**config.mk**
```make
export PLATFORM = sky130hd
export DESIGN_NAME = bf2_pair_feeder_flat
export DESIGN_NICKNAME = d
export VERILOG_FILES = /design/src/rtl/bf2_pair_feeder_pkg.sv /design/src/rtl/bf2_pair_feeder_if.sv /design/src/rtl/bf2_feed_buf.sv /design/src/rtl/bf2_pair_feeder.sv /design/src/flat_wrapper.sv
export SDC_FILE = /design/constraint.sdc
export NUM_CORES = 1
export LEC_CHECK = 0
export ABC_AREA = 1
export ABC_CLOCK_PERIOD_IN_PS = 7400
export CAP_MARGIN = 40
export CORE_MARGIN = 2
export CORE_UTILIZATION = 50
export CTS_BUF_LIST = sky130_fd_sc_hd__clkbuf_8
export CTS_CLUSTER_DIAMETER = 50
export DETAILED_ROUTE_END_ITERATION = 6
export GPL_ROUTABILITY_DRIVEN = 0
export PLACE_DENSITY = 0.7
export SLEW_MARGIN = 20
export SYNTH_ARGS = -nofsm -noshare
export SYNTH_HDL_FRONTEND = slang
export SYNTH_SLANG_ARGS = --single-unit
```
**constraint.sdc**
```tcl
create_clock -name clk -period 7.4 [get_ports clk]
set_input_delay 1.48 -clock clk [delete_from_list [all_inputs] [get_ports clk]]
set_output_delay 1.48 -clock clk [all_outputs]
set_load 0.005 [all_outputs]
```
**src/rtl/bf2_pair_feeder_pkg.sv**
```systemverilog
// -----------------------------------------------------------------------------
// bf2_pair_feeder_pkg
// Shared FFT package for the radix-2 butterfly input feeder.
// Holds the feeder state enum and the default sample width / half-block length
// used as parameter defaults by the interface, buffer and top.
// Optional feature macro used elsewhere in this slice: BF2_FEED_ERR_EN.
// -----------------------------------------------------------------------------
package bf2_pair_feeder_pkg;

  // Default width of each real / quadrature component
  localparam int DEF_WIDTH  = 16;

  // Default half-block length (power of two, >= 2)
  localparam int DEF_N_HALF = 8;

  // IDLE: waiting for a start-of-block sample
  // FILL: storing the first half of the block
  // PAIR: pairing stored first-half samples with live second-half samples
  typedef enum logic [1:0] {
    IDLE = 2'd0,
    FILL = 2'd1,
    PAIR = 2'd2
  } feed_state_t;

endpackage

```
**src/rtl/bf2_pair_feeder_if.sv**
```systemverilog
// -----------------------------------------------------------------------------
// bf2_pair_feeder_if
// Bundles the serial sample input and the butterfly pair output of the feeder.
//   din_R, din_Q     serial complex sample (signed, WIDTH bits each)
//   din_valid        sample accepted on any cycle where high
//   din_sof          first sample of a block (qualified by din_valid)
//   dout_R_1/Q_1     stored first-half sample x[n]
//   dout_R_2/Q_2     live second-half sample x[n+N_HALF]
//   pair_en          outputs hold a valid pair
//   pair_last        final pair of a block
//   sync_err         sticky restart flag, present only with BF2_FEED_ERR_EN
// Modports: master = sample source / pair sink, slave = the feeder itself.
// -----------------------------------------------------------------------------
interface bf2_pair_feeder_if
  import bf2_pair_feeder_pkg::*;
#(
  parameter int WIDTH = DEF_WIDTH
);

  logic signed [WIDTH-1:0] din_R;
  logic signed [WIDTH-1:0] din_Q;
  logic                    din_valid;
  logic                    din_sof;
  logic signed [WIDTH-1:0] dout_R_1;
  logic signed [WIDTH-1:0] dout_Q_1;
  logic signed [WIDTH-1:0] dout_R_2;
  logic signed [WIDTH-1:0] dout_Q_2;
  logic                    pair_en;
  logic                    pair_last;
`ifdef BF2_FEED_ERR_EN
  logic                    sync_err;
`endif

  modport master (
    output din_R, din_Q, din_valid, din_sof,
    input  dout_R_1, dout_Q_1, dout_R_2, dout_Q_2, pair_en, pair_last
`ifdef BF2_FEED_ERR_EN
    , input sync_err
`endif
  );

  modport slave (
    input  din_R, din_Q, din_valid, din_sof,
    output dout_R_1, dout_Q_1, dout_R_2, dout_Q_2, pair_en, pair_last
`ifdef BF2_FEED_ERR_EN
    , output sync_err
`endif
  );

endinterface

```
**src/rtl/bf2_feed_buf.sv**
```systemverilog
// -----------------------------------------------------------------------------
// bf2_feed_buf
// First-half sample store for the butterfly feeder: N_HALF words of
// {R, Q} (2*WIDTH bits). One synchronous write port, one asynchronous read port.
// Contents are intentionally not reset.
//   clk      clock, write on rising edge
//   wr_en    write enable
//   wr_addr  write index
//   wr_data  packed {R, Q} sample
//   rd_addr  read index
//   rd_data  packed {R, Q} sample at rd_addr (combinational)
// -----------------------------------------------------------------------------
module bf2_feed_buf
  import bf2_pair_feeder_pkg::*;
#(
  parameter int WIDTH  = DEF_WIDTH,
  parameter int N_HALF = DEF_N_HALF,
  localparam int AW    = $clog2(N_HALF)
) (
  input  logic                 clk,
  input  logic                 wr_en,
  input  logic [AW-1:0]        wr_addr,
  input  logic [2*WIDTH-1:0]   wr_data,
  input  logic [AW-1:0]        rd_addr,
  output logic [2*WIDTH-1:0]   rd_data
);

  logic [2*WIDTH-1:0] mem [N_HALF];

  always_ff @(posedge clk) begin
    if (wr_en) begin
      mem[wr_addr] <= wr_data;
    end
  end

  assign rd_data = mem[rd_addr];

endmodule

```
**src/rtl/bf2_pair_feeder.sv**
```systemverilog
// -----------------------------------------------------------------------------
// bf2_pair_feeder
// Turns a serial complex sample stream into radix-2 butterfly operand pairs.
// The first N_HALF samples of a block are stored; each following sample is
// presented together with its stored partner x[n] one cycle after acceptance.
//   clk    single clock, rising edge
//   rstn   asynchronous active-low reset
//   bus    bf2_pair_feeder_if slave modport (samples in, pairs out)
// Optional feature: define BF2_FEED_ERR_EN to add the sticky bus.sync_err flag,
// set on the cycle after a start-of-block arrives in the middle of a block.
// -----------------------------------------------------------------------------
module bf2_pair_feeder
  import bf2_pair_feeder_pkg::*;
#(
  parameter int WIDTH  = DEF_WIDTH,
  parameter int N_HALF = DEF_N_HALF
) (
  input  logic          clk,
  input  logic          rstn,
  bf2_pair_feeder_if.slave bus
);

  localparam int               CW   = $clog2(N_HALF);
  localparam logic [CW-1:0]    LAST = CW'(N_HALF - 1);

  feed_state_t        state, next_state;
  logic [CW-1:0]      cnt, next_cnt;
  logic               wr_en;
  logic [CW-1:0]      wr_addr;
  logic               emit;
  logic               emit_last;
  logic               restart;
  logic [2*WIDTH-1:0] rd_data;

  bf2_feed_buf #(
    .WIDTH  (WIDTH),
    .N_HALF (N_HALF)
  ) u_buf (
    .clk     (clk),
    .wr_en   (wr_en),
    .wr_addr (wr_addr),
    .wr_data ({bus.din_R, bus.din_Q}),
    .rd_addr (cnt),
    .rd_data (rd_data)
  );

  // State and index register
  always_ff @(posedge clk or negedge rstn) begin
    if (!rstn) begin
      state <= IDLE;
      cnt   <= '0;
    end else begin
      state <= next_state;
      cnt   <= next_cnt;
    end
  end

  // Next-state logic. A valid sof always wins and restarts the block at
  // index 0, whatever state we are in; it never produces a pair.
  always_comb begin
    next_state = state;
    next_cnt   = cnt;
    wr_en      = 1'b0;
    wr_addr    = cnt;
    emit       = 1'b0;
    emit_last  = 1'b0;
    restart    = 1'b0;
    if (bus.din_valid) begin
      if (bus.din_sof) begin
        restart    = (state != IDLE);
        wr_en      = 1'b1;
        wr_addr    = '0;
        next_cnt   = CW'(1);
        next_state = FILL;
      end else begin
        unique case (state)
          FILL: begin
            wr_en = 1'b1;
            if (cnt == LAST) begin
              next_cnt   = '0;
              next_state = PAIR;
            end else begin
              next_cnt = cnt + CW'(1);
            end
          end
          PAIR: begin
            emit = 1'b1;
            if (cnt == LAST) begin
              emit_last  = 1'b1;
              next_cnt   = '0;
              next_state = IDLE;
            end else begin
              next_cnt = cnt + CW'(1);
            end
          end
          default: begin
            next_state = IDLE;
          end
        endcase
      end
    end
  end

  // Pair output register: data only moves when a pair is emitted, so the
  // outputs hold their last pair while pair_en is low.
  always_ff @(posedge clk or negedge rstn) begin
    if (!rstn) begin
      bus.dout_R_1  <= '0;
      bus.dout_Q_1  <= '0;
      bus.dout_R_2  <= '0;
      bus.dout_Q_2  <= '0;
      bus.pair_en   <= 1'b0;
      bus.pair_last <= 1'b0;
    end else begin
      bus.pair_en   <= emit;
      bus.pair_last <= emit_last;
      if (emit) begin
        bus.dout_R_1 <= rd_data[2*WIDTH-1:WIDTH];
        bus.dout_Q_1 <= rd_data[WIDTH-1:0];
        bus.dout_R_2 <= bus.din_R;
        bus.dout_Q_2 <= bus.din_Q;
      end
    end
  end

`ifdef BF2_FEED_ERR_EN
  // Sticky restart flag, cleared only by reset
  always_ff @(posedge clk or negedge rstn) begin
    if (!rstn) begin
      bus.sync_err <= 1'b0;
    end else if (restart) begin
      bus.sync_err <= 1'b1;
    end
  end
`else
  logic unused_restart;
  assign unused_restart = restart;
`endif

endmodule
```
**src/flat_wrapper.sv**
```systemverilog
// flat-port wrapper written by rule: the top's interface ports become plain ports
module bf2_pair_feeder_flat import bf2_pair_feeder_pkg::*;
#(
  parameter int WIDTH  = DEF_WIDTH,
  parameter int N_HALF = DEF_N_HALF
)
  (clk, rstn, bus_din_R, bus_din_Q, bus_din_valid, bus_din_sof, bus_dout_R_1, bus_dout_Q_1, bus_dout_R_2, bus_dout_Q_2, bus_pair_en, bus_pair_last);
  bf2_pair_feeder_if #(.WIDTH(WIDTH)) bus_i ();
  input  logic clk;
  input  logic rstn;
  input wire logic [$bits(bus_i.din_R)-1:0] bus_din_R;
  input wire logic [$bits(bus_i.din_Q)-1:0] bus_din_Q;
  input wire logic [$bits(bus_i.din_valid)-1:0] bus_din_valid;
  input wire logic [$bits(bus_i.din_sof)-1:0] bus_din_sof;
  output wire logic [$bits(bus_i.dout_R_1)-1:0] bus_dout_R_1;
  output wire logic [$bits(bus_i.dout_Q_1)-1:0] bus_dout_Q_1;
  output wire logic [$bits(bus_i.dout_R_2)-1:0] bus_dout_R_2;
  output wire logic [$bits(bus_i.dout_Q_2)-1:0] bus_dout_Q_2;
  output wire logic [$bits(bus_i.pair_en)-1:0] bus_pair_en;
  output wire logic [$bits(bus_i.pair_last)-1:0] bus_pair_last;
  assign bus_i.din_R = bus_din_R;
  assign bus_i.din_Q = bus_din_Q;
  assign bus_i.din_valid = bus_din_valid;
  assign bus_i.din_sof = bus_din_sof;
  assign bus_dout_R_1 = bus_i.dout_R_1;
  assign bus_dout_Q_1 = bus_i.dout_Q_1;
  assign bus_dout_R_2 = bus_i.dout_R_2;
  assign bus_dout_Q_2 = bus_i.dout_Q_2;
  assign bus_pair_en = bus_i.pair_en;
  assign bus_pair_last = bus_i.pair_last;
  bf2_pair_feeder #(.WIDTH(WIDTH), .N_HALF(N_HALF)) u_core (.clk(clk), .rstn(rstn), .bus(bus_i));
endmodule
```
==> results of run 1 <==
==> power by group <==
part           internal [uW]  leakage, uW  switching [uW]
sequential              2210      0.00322             159
clock                    766     0.000591             695
combinational            603      0.00334             713
total                   3570      0.00715            1570
==> path summary, 6_finish.rpt <==
path	slack, ns	to	startpoint	cells after the start
min in group asynchronous	0.87	u_core.bus.dout_Q_2[2]$_DFFE_PN0P_	rstn	1
max in group asynchronous	5.90	u_core.cnt[1]$_DFFE_PN0P_	rstn	2
hold reg to reg	0.48	u_core.bus.dout_R_1[4]$_DFFE_PN0P_	u_core.bus.dout_R_1[4]$_DFFE_PN0P_	2
setup / recovery	3.78	u_core.bus.dout_R_1[14]$_DFFE_PN0P_	bus_din_valid	7
hold / removal	0.48	u_core.bus.dout_R_1[4]$_DFFE_PN0P_	u_core.bus.dout_R_1[4]$_DFFE_PN0P_	2
setup reg to reg	4.23	u_core.bus.dout_R_1[14]$_DFFE_PN0P_	u_core.cnt[0]$_DFFE_PN0P_	9
==> synthesized netlist by cell type, drive strengths merged <==
| cell | instances |
|---|---|
| a21oi | 1 |
| nand4 | 2 |
| edfxtp | 256 |
| buf | 54 |
| ha | 5 |
| inv | 204 |
| o211ai | 1 |
| clkinv | 1 |
| nor2 | 13 |
| dfrtp | 71 |
| clkbuf | 10 |
| nand3 | 197 |
| a31oi | 1 |
| nor3 | 1 |
| o21ai | 4 |
| nand2 | 487 |
==> per-layer routing <==
metal  vias to the layer above  part of all wire  routed length, um
li1                       4411                 -                  -
met1                      4497              0.42              12600
met2                       264              0.51              15300
met3                        54             0.046               1370
met4                         0             0.024                722
met5                         -                 0                  0
==> worst max-delay path, cell delays in order <==
cell	delay [ns]
clkdlybuf4s50_1	0.60
nand3_4	0.39
buf_12	0.33
inv_2	0.48
buf_4	0.50
nand3_1	0.18
nand2_1	0.09
==> logic make-up (layout without fill, tap and decap cells) <==
| kind of cell | Yosys count | in the layout |
|---|---|---|
| AOI/OAI and AO/OA | 7 | 7 |
| adders and majority gates | 5 | 5 |
| buffers and inverters | 269 | 424 |
| DFF | 327 | 327 |
| and+or+nand+nor | 700 | 700 |
==> flip-flops by register name, indices dropped and copies added, names as in the netlist <==
name and count:
u_core.u_buf.mem 256, u_core.bus.dout_Q_1 16, u_core.bus.dout_Q_2 16, u_core.bus.dout_R_1 16, u_core.bus.dout_R_2 16, u_core.cnt 3
u_core.state 2, u_core.bus.pair_en 1, u_core.bus.pair_last 1
==> cell type report <==
cell class	instances	area, um2	share of cell area
Tap cell	341	427	0.0265
Sequential cell	327	9470	0.588
Multi-Input combinational cell	712	3040	0.189
Timing Repair Buffer	121	1390	0.0860
Clock buffer	59	812	0.0504
Clock inverter	39	194	0.0120
Inverter	205	772	0.0479
==> through the flow <==
stage | util | setup WS, ns | instances | area (um2) | total power, uW
after floorplan | - | 2.99 | 1308 | 13600 | 3120
after global placement | 0.550 | 2.98 | 1693 | 14800 | 3650
after detailed placement | 0.559 | 3.18 | 1703 | 15000 | 3690
after CTS | 0.596 | 3.77 | 1801 | 16000 | 5150
after global routing | 0.599 | 3.66 | 1804 | 16100 | 5420
final | 0.599 | 3.78 | 1804 | 16100 | 5140
==> results_dict.tcl, run 1 <==
set metrics [dict create \
    synth_area_leaders "edfxtp_1, nand2_1, dfrtp_1" \
    synth_area_leader_cell "edfxtp_1" \
    drt-total-wl_um 30000 \
    powerDensity_nw_per_um2 319 \
    layout_commonest_cell "nand2_1" \
    end_kind "flop" \
    postCtsSetupRepairBufs 0 \
    skew_ns 0.0219 \
    coreArea_um2 26900 \
    layout_common_cells "nand2_1, edfxtp_1, inv_1, nand3_1, clkdlybuf4s50_1" \
    drv_slew 0 \
    cts_buffers 52 \
    avgSynthCellArea_um2 10.4 \
    synth_compound_area_frac 0.00285 \
    hold_class "flop to flop" \
    grt_pass1_vias 9122 \
    path_clk_slew_ns 0.06 \
    yosys_warnings 0 \
    routedWlPerCell_um 16.6 \
    synthesis.area_um2 13600 \
    grt_pass1_wl_um 47500 \
    postCtsResizedCells 0 \
    max-cap-violations 0 \
    synthAdderAreaFrac 0.00459 \
    overflow 0 \
    drive_above_1_share 0.0745 \
    maxSlewHeadroom 0.486 \
    drt_drc_violations_left 0 \
    io_pins 102 \
    first_iter_violations 618 \
    arrival_ns 4.13 \
    min_period_over_period 0.489 \
    syn_to_final_growth_pct 18.2 \
    vias_per_cell 5.11 \
    met2_usage 0.365 \
    chipHeight_um 169 \
    grt_max_degree 111 \
    ant_nets 0 \
    start_kind "primary input" \
    crit_type "primary input to flop" \
    nets 1460 \
    clkLatencyLatePin_ns 0.58 \
    rows 60 \
    cts.sinks 327 \
    ys_seq_area_frac 0.695 \
    netlist-cell-type-count 21 \
    cts_buffer_depth 3 \
    synthMuxAreaShare 0 \
    fmax_ghz 0.277 \
    antenna_cells 0 \
    cp.required_ns 7.91 \
    portBuffers 101 \
    syn_inst 1308 \
    yosys.area_share.simple 0.211 \
    status "finished, final reports clean" \
    hpwl_um 16900 \
    worst_pin_slew_ns 0.772 \
    hold-worst-slack_ns 0.478 \
    synth_top_cell_area_share 0.564 \
    ys_ff_latch 327 \
    grtUsageMet3 0.0339 \
    rsz0062_at_grt "false" \
    synth_top_family_by_area "simple AND/OR/NAND/NOR gates" \
    grt_use_total 0.211 \
    syn_nets 1349 \
    fp.dieW_um 169 \
    gr-usage-met1 0.272 \
    period_needed_ns 3.62 \
    nFillCells 2151 \
    drtPass1Iterations 5 \
    vias 9226 \
    htree_num_levels 2 \
    leakagePower_uw 0.00715 \
    cts_root_buffer "clkbuf_8" \
    antenna_found_initial 0 \
    setup_viol 0 \
    initial_core_util 0.507 \
    synth_xor_area_frac 0 \
    die_area_um2 28600 \
    vdd_drop_max_uv 177 \
    busiest_layer "met2" \
    fin_tns_setup_ns 0 \
    hold_viol_final 0 \
    cts_tree "built" \
    postCtsHoldBufs 0 \
    path_max_fanout 38 \
]
No activity file was read; power rests on OpenSTA's default activity.
==> run 2, diff against run 1 <==
--- a/config.mk
+++ b/config.mk
@@ -6,7 +6,7 @@
 export NUM_CORES = 1
 export LEC_CHECK = 0
 export ABC_AREA = 1
-export ABC_CLOCK_PERIOD_IN_PS = 7400
+export ABC_CLOCK_PERIOD_IN_PS = 3100
 export CAP_MARGIN = 40
 export CORE_MARGIN = 2
 export CORE_UTILIZATION = 50
@@ -14,7 +14,7 @@
 export CTS_CLUSTER_DIAMETER = 50
 export DETAILED_ROUTE_END_ITERATION = 6
 export GPL_ROUTABILITY_DRIVEN = 0
-export PLACE_DENSITY = 0.7
+export PLACE_DENSITY = 0.73
 export SLEW_MARGIN = 20
 export SYNTH_ARGS = -nofsm -noshare
 export SYNTH_HDL_FRONTEND = slang
==> constraint.sdc (replaced) <==
create_clock -name clk -period 3.1 [get_ports clk]
set_input_delay 0.62 -clock clk [delete_from_list [all_inputs] [get_ports clk]]
set_output_delay 0.62 -clock clk [all_outputs]
set_load 0.005 [all_outputs]
==> run 2 against run 1 <==
Effect of this change: via count down 0.91%; sequential cell count is the same; first-iteration DRC count grew 29%; clock power is 120% higher; largest power group unchanged.
==> results_dict.tcl, run 2 (synthesis gave the netlist of run 1 again) <==
set metrics [dict create \
    io_pins 102 \
    cts_buffer_depth 3 \
    critPathMaxStageDelay_ns 0.54 \
    cp.required_ns 3.35 \
    seq_power_share 0.470 \
    vdd_drop_max_uv 460 \
    switching_share 0.309 \
    reg2reg_to "u_core.u_buf.mem[1][9]$_DFFE_PP_" \
    hold-worst-slack_ns 0.0634 \
    routedWlPerCell_um 16.2 \
    max-cap-violations 0 \
    seq_area_um2 9470 \
    drtPass1Iterations 5 \
    drt-total-wl_um 29200 \
    hold_class "primary input to asynchronous set/reset pin" \
    largest_reg_flops 256 \
    clkLatencyLatePin_ns 0.55 \
    path_max_fanout 18 \
    p_int_uw 8200 \
    grt_pass1_vias 9092 \
    p_clk_frac 0.265 \
    worst_pin_slew_ns 0.815 \
    portBuffers 101 \
    postCtsSetupRepairBufs 0 \
    rows 60 \
    drt_drc_violations_left 0 \
    nets 1464 \
    vias_per_cell 5.07 \
    rsz0062_at_grt "false" \
    grt_use_total 0.208 \
    hpwl_um 16900 \
    skew_ns 0.00983 \
    cts_buffers 50 \
    nFillCells 2220 \
    fmax_ghz 0.448 \
    path_clk_slew_ns 0.06 \
    cts_root_buffer "clkbuf_8" \
    layout_commonest_cell "nand2_1" \
    die_area_um2 28600 \
    antenna_found_initial 0 \
    status "finished, final reports clean" \
    grt_pass1_wl_um 46700 \
    setup_viol 0 \
    htree_num_levels 2 \
    powerDensity_nw_per_um2 747 \
    postCtsHoldBufs 0 \
    min_period_over_period 0.720 \
    fin_tns_setup_ns 0 \
    coreArea_um2 26900 \
    ant_nets 0 \
    first_iter_violations 798 \
    maxSlewHeadroom 0.456 \
    antenna_cells 0 \
    crit_chain "clkdlybuf4s50_1, nand2_1, inv_1, nor2_1, nand2_1, nor2_4, buf_12" \
    drive_above_1_share 0.0745 \
    r2r-start "u_core.cnt[0]$_DFFE_PN0P_" \
    hold_viol_final 0 \
    worstRegToRegCells 3 \
    grt_max_degree 99 \
    multi_input_area_um2 3050 \
    layout_common_cells "nand2_1, edfxtp_1, inv_1, nand3_1, clkdlybuf4s50_1" \
    cp_common_cell "nand2_1" \
    syn_to_final_growth_pct 16.6 \
    cts_tree "built" \
    p_switching_uw 3660 \
    comb_power_share 0.265 \
    drv_slew 0 \
    chipHeight_um 169 \
    start_kind "primary input" \
    fp.dieW_um 169 \
    slowest_stage "clkdlybuf4s50_1" \
    cts.sinks 327 \
    leakagePower_uw 0.00706 \
    rrSetupSlack_ns 0.93 \
    arrival_ns 2.48 \
    worst_slack_ns 0.869 \
    period_needed_ns 2.23 \
    crit_start "bus_din_valid" \
    initial_core_util 0.507 \
    dp_slack_ns 0.297 \
    regMostFlops "u_core.u_buf.mem" \
    vias 9142 \
    overflow 0 \
    postCtsResizedCells 0 \
    crit_type "primary input to flop" \
    end_kind "flop" \
]
-- run 2: changes by cell type in the layout (fill, tap and decap cells not counted), moves of 2 or more --
cell / previous run / this run
buf_4: 7 / 20
buf_16: 8 / 0
clkbuf_8: 59 / 51
clkinv_1: 6 / 10
clkinv_2: 8 / 12
inv_1: 220 / 216
buf_12: 5 / 7
clkinvlp_4: 3 / 1
-- run 2: area by class of cell --
| class | count | share of cell area |
|---|---|---|
| sequential | 327 | 0.596 |
| multi-input combinational | 712 | 0.192 |
| timing repair buffer | 127 | 0.0813 |
| inverter | 205 | 0.0486 |
| clock buffer | 51 | 0.0442 |
| tap | 341 | 0.0269 |
| clock inverter | 41 | 0.0112 |
-- run 2: power by group through the flow --
stage	clock network [uW]	logic, uW	registers (uW)
finish	3150	3140	5570
global route	3410	3500	5630
CTS	3220	3180	5580
detailed placement	0	3160	5660
global placement	0	3090	5650
floorplan	0	1830	5610
-- run 2: worst max path at each step --
stage	to	slack [ns]	cells past startpoint
after global placement	u_core.u_buf.mem[2][15]$_DFFE_PP_	0.38	7
after floorplan	u_core.u_buf.mem[6][0]$_DFFE_PP_	0.30	5
final	u_core.u_buf.mem[2][9]$_DFFE_PP_	0.87	7
after CTS	u_core.u_buf.mem[2][14]$_DFFE_PP_	0.88	7
after global routing	u_core.u_buf.mem[2][14]$_DFFE_PP_	0.74	7
after detailed placement	u_core.u_buf.mem[2][24]$_DFFE_PP_	0.30	7
-- run 2: critical path: cells and delay by family --
kind,cells,cell delay [ns]
and+or+nand+nor,4,0.99
buffers and inverters,3,0.85
-- run 2: routing by layer --
metal / up-vias / track usage / part of all wire / wire [um]
met2: 322 / 0.345 / 0.48 / 14000
met5: - / 0 / 0 / 0
li1: 4409 / - / - / -
met3: 65 / 0.0400 / 0.068 / 1990
met1: 4346 / 0.274 / 0.42 / 12400
met4: 0 / 0.0773 / 0.029 / 840
-- run 2: metrics by stage --
step           utilization  cell area (um2)  cells  power [uW]
2_1_floorplan            -            13600   1308        7440
3_3_place_gp         0.559            15000   1712        8740
3_5_place_dp         0.559            15000   1712        8810
4_1_cts              0.591            15900   1804       12000
5_1_grt              0.591            15900   1804       12500
6_report             0.591            15900   1804       11900
